<file path="src/rtl/bit_serializer_pkg.sv">
// Shared constants for the serializer and the downstream sequence recognizer bench.
package bit_serializer_pkg;

   typedef enum logic {
      S_IDLE  = 1'b0,
      S_SHIFT = 1'b1
   } state_t;

   localparam int   DEFAULT_WIDTH    = 8;
   localparam logic DEFAULT_IDLE_BIT = 1'b1;

endpackage

</file>
<file path="src/rtl/bit_serializer.sv">
// Parallel-to-serial stage with a one-word holding buffer; drives the recognizer's x input.
module bit_serializer
   import bit_serializer_pkg::*;
#(
   parameter int   WIDTH     = DEFAULT_WIDTH,
   parameter bit   MSB_FIRST = 1'b1,
   parameter logic IDLE_BIT  = DEFAULT_IDLE_BIT
) (
   input  logic             clk,
   input  logic             reset_,
   input  logic [WIDTH-1:0] data_in,
   input  logic             load,
   output logic             ready,
   output logic             x,
   output logic             busy,
   output logic             word_done
);

   localparam int            CW   = (WIDTH > 1) ? $clog2(WIDTH) : 1;
   localparam logic [CW-1:0] LAST = CW'(WIDTH - 1);

   state_t           state;
   logic [WIDTH-1:0] shift_reg;
   logic [WIDTH-1:0] hold_buf;
   logic [WIDTH-1:0] shifted;
   logic [CW-1:0]    cnt;
   logic             accept;

   // The bit presented on x is always the leading end of the shift register.
   function automatic logic lead_bit(input logic [WIDTH-1:0] w);
      return MSB_FIRST ? w[WIDTH-1] : w[0];
   endfunction

   always_comb begin
      accept  = load && ready;
      shifted = MSB_FIRST ? (shift_reg << 1) : (shift_reg >> 1);
   end

   // ready doubles as the holding-buffer empty flag: buffer is valid while ready is low.
   // NOTE: state is updated with non-blocking assignments so every flop samples pre-edge values.
   always_ff @(posedge clk or negedge reset_) begin
      if (!reset_) begin
         state     <= S_IDLE;
         x         <= IDLE_BIT;
         ready     <= 1'b1;
         busy      <= 1'b0;
         word_done <= 1'b0;
         cnt       <= '0;
         shift_reg <= '0;
         // NOTE: hold_buf is a plain register, not a memory, so clearing it on reset is cheap.
         hold_buf  <= '0;
      end else begin
         case (state)
            S_IDLE: begin
               if (accept) begin
                  shift_reg <= data_in;
                  x         <= lead_bit(data_in);
                  cnt       <= '0;
                  busy      <= 1'b1;
                  word_done <= 1'b0;
                  state     <= S_SHIFT;
               end
            end

            S_SHIFT: begin
               if (cnt == LAST) begin
                  cnt       <= '0;
                  word_done <= 1'b0;
                  if (!ready) begin
                     shift_reg <= hold_buf;
                     x         <= lead_bit(hold_buf);
                     hold_buf  <= '0;
                     ready     <= 1'b1;
                  end else if (load) begin
                     shift_reg <= data_in;
                     x         <= lead_bit(data_in);
                  end else begin
                     state <= S_IDLE;
                     x     <= IDLE_BIT;
                     busy  <= 1'b0;
                  end
               end else begin
                  shift_reg <= shifted;
                  x         <= lead_bit(shifted);
                  cnt       <= cnt + 1'b1;
                  word_done <= (cnt == LAST - 1'b1);
                  if (accept) begin
                     hold_buf <= data_in;
                     ready    <= 1'b0;
                  end
               end
            end

            default: state <= S_IDLE;
         endcase
      end
   end

endmodule

</file>
<file path="config.mk">
export PLATFORM = sky130hd
export DESIGN_NAME = bit_serializer
export DESIGN_NICKNAME = d
export VERILOG_FILES = /design/src/rtl/bit_serializer_pkg.sv /design/src/rtl/bit_serializer.sv
export SDC_FILE = /design/constraint.sdc
export NUM_CORES = 1
export LEC_CHECK = 0
export CORE_MARGIN = 2
export CORE_UTILIZATION = 35
export CTS_CLUSTER_DIAMETER = 120
export CTS_CLUSTER_SIZE = 14
export DETAILED_ROUTE_END_ITERATION = 10
export HOLD_SLACK_MARGIN = 0.03
export PLACE_DENSITY_LB_ADDON = 0.12
export REMOVE_ABC_BUFFERS = 1
export SLEW_MARGIN = 0
export SYNTH_ARGS = -nofsm -noshare
export SYNTH_HDL_FRONTEND = slang
export SYNTH_SLANG_ARGS = --single-unit
export TNS_END_PERCENT = 30
</file>
<file path="constraint.sdc">
create_clock -name clk -period 2.05 [get_ports clk]
set_input_delay 0.205 -clock clk [delete_from_list [all_inputs] [get_ports clk]]
set_output_delay 0.205 -clock clk [all_outputs]
set_load 0.02 [all_outputs]
</file>
==> results.md <==
* Outcome: complete, no violations
* Hold Buf Count CTS at 0
* TNS Setup at 0 ps
* Number of setup buffers added after CTS at 0
* GRT Total Usage at 0.169
* Capturing point of the worst reg2reg path: hold_buf[2]
* Synth Instances at around 110
* Area leader, netlist: dfrtp_1
* Register area share after synthesis at 0.489
* Remaining routing DRC violations at 0
* Slowest CP cell: dfstp_2
* Antenna-violating nets left at 0
* Maximum VDD drop at ~0.56 mV
* Initial antenna violation count at 0
* Clock Skew at ~9 ps
* Share of the synthesized area in the top cell type at 0.445
* Die width at 62.1 microns
* Post-Syn Area at around 1200 sq um
* Cell variety after synth at 30
* Endpoints failing setup at 0
* Sequential Area at around 580 sq um
* Combinational share of power at 0.469
* Critical-path maximum fanout at 10
* Synth warnings at 0
* CP Capture Type: output port
* Largest stage delay on the critical path at between 600 and 700 ps
* Crit. Startpoint: ready
* DP Area at between 1000 and 1500 sq um
* P_int at 1.15 mW
* CTS clk-pin slew, worst paths at 130 ps
* H-tree lvl count at 1
* Leakage dissipation at 0.576 nW
* Routed WL at roughly 2.8 mm
* Core box area at roughly 3300 sq um
* First-pass GRT wire length at between 4 and 5 mm
* CP arrival at around 1600 ps
* Max Cap Violations at 0
* CTS buffer count at 3
* CTS tree: done
* CP Depth at 1
* DP Wirelength at about 1.9 mm
* #FFs+latches synth at 23
* Sw Ratio at 0.414
* Crit-path leading delay family: flip-flops
* Crit path capture: ready
* HP Class: in2async
* Crit path buf inv count at 1
* Synthesized area per cell at between 10 and 15 sq um
* Via density at between 5 and 6
* FMAX at around 550 MHz
* I/O pin count at 15
* DR iter-0 viols at 42
* Synth top area cells: dfrtp_1 (44%), nand4b_1 (6.7%), o32ai_1 (5.2%)
* Tcrit/Tclk final at 0.894
* Clock sinks at 23
* Vias in the first global route at between 900 and 1000
* ANT cells at 0
* Critical Path RT at around 1900 ps
* Initial Util at 0.360
* Kind of critical path: reg2out
* FF-to-FF Start: cnt[0]
* Slew HR at 0.702
* Max reg flops at 8
* Switching pwr at between 800 and 900 uW
* Startpoint class of the critical path: register
* Clock power share at 0.111
* Worst-path cell chain: clkdlybuf4s50_1
* Die area at 3860 sq um
* Internal reg-to-reg setup slack at 220 ps
* WL/cell at approximately 16 microns
* Maximum root-to-sink buffer count at 2
* Root buffer cell: clkbuf_4
* Via count at ~900
* RSZ-0062 raised after global routing: false
* Reg power frac at 0.421
* Resize count post-CTS at 0
* Footprint of the multi-input gates at about 510 sq um
* Crit path time final at 1830 ps
* # rows at 21
* Fill cells at 340
* Latest clock arrival within the worst-skew pair at 320 ps
* Pwr Density at between 1000 and 1500 nW/um^2
* Die Ht at 62.1 microns
* Pin count of the biggest net entering global routing at 24
* Tightest Pin Transition at 446 ps
* Endpoints failing hold at 0
* Gpl congestion at just under 0.8
* Area delta synth->final at 18.1%
* Gr ovfl total at 0
* Input/output buffers at 14
* Pins over their slew limit at 0
* R2R depth at 5
* Final net count at 147
* Layout cells sized above 1 at 0.130
* Final Cell Area at 1400 sq um
* Drt pass-1 iters at 4
[through the flow]
stage / utilization / cells / hold slack [ps] / total power, mW / setup slack (ps)
floorplan: - / 107 / -90.6 / 1.41 / 495
global placement: 0.417 / 173 / 473 / 1.74 / 318
detailed placement: 0.417 / 173 / 485 / 1.76 / 259
CTS: 0.425 / 177 / 223 / 1.98 / 195
global route: 0.425 / 177 / 239 / 2.15 / 96.5
finish: 0.425 / 177 / 219 / 1.96 / 218
[Yosys cell counts (all sizes together)]
master   count
nor2         6
o22ai        3
a21oi        8
dfstp        2
o32ai        7
inv         11
o2bb2ai      5
mux2i        1
clkbuf       1
a21boi       1
a2bb2oi      1
nand4b       9
nand2        9
or3          1
buf          6
o21ai       12
and2         2
or2b         1
dfrtp       21
nand2b       1
nor3         1
ha           4
o21bai       1
[kinds of logic (layout without fill, tap and decap cells)]
kind of cell | count (synthesis) | count (layout) | share of synthesized area
AOI/OAI and AO/OA | 38 | 38 | 0.224
and+or+nand+nor | 30 | 30 | 0.155
DFF | 23 | 23 | 0.489
buffers and inverters | 18 | 35 | 0.0816
adders and majority gates | 4 | 4 | 0.0424
muxes | 1 | 1 | 0.00847
[cell usage in the layout (no fill, tap or decap), drive strengths merged]
master and instances:
a21boi 1, a21oi 8, a2bb2oi 1, and2 2
buf 6, clkbuf 4, clkdlybuf4s50 14, dfrtp 21
dfstp 2, ha 4, inv 11, mux2i 1
nand2 9, nand2b 1, nand4b 9, nor2 6
nor3 1, o21ai 12, o21bai 1, o22ai 3
o2bb2ai 5, o32ai 7, or2b 1, or3 1
[per-layer routing]
| metal | global-route usage | up-vias | wire length [microns] |
|---|---|---|---|
| met2 | 0.256 | 15 | 1340 |
| met4 | 0.0456 | 0 | 24 |
| li1 | - | 446 | - |
| met3 | 0.0435 | 4 | 92 |
| met1 | 0.241 | 442 | 1320 |
| met5 | 0 | - | 0 |
[how the worst min path moves through the flow]
stage	cells after the start	end	slack (ps)	start
after floorplan	0	busy	-90	reset_
after global placement	1	cnt[0]	470	cnt[0]
after detailed placement	1	shift_reg[5]	490	shift_reg[5]
after CTS	2	state	220	reset_
after global routing	2	shift_reg[4]	240	reset_
final	2	shift_reg[4]	220	reset_
[power groups by stage]
stage	sequential (mW)	clock [mW]	combinational, mW
2_1_floorplan	0.841	0	0.570
3_3_place_gp	0.827	0	0.909
3_5_place_dp	0.834	0	0.922
4_1_cts	0.827	0.228	0.930
5_1_grt	0.857	0.246	1.04
6_report	0.826	0.217	0.921
[cell type report]
class / count / area share
Sequential cell: 23 / 0.414
Tap cell: 46 / 0.0413
Multi-Input combinational cell: 73 / 0.363
Clock buffer: 4 / 0.0188
Inverter: 11 / 0.0296
Timing Repair Buffer: 20 / 0.133
No activity file was read; power rests on OpenSTA's default activity.
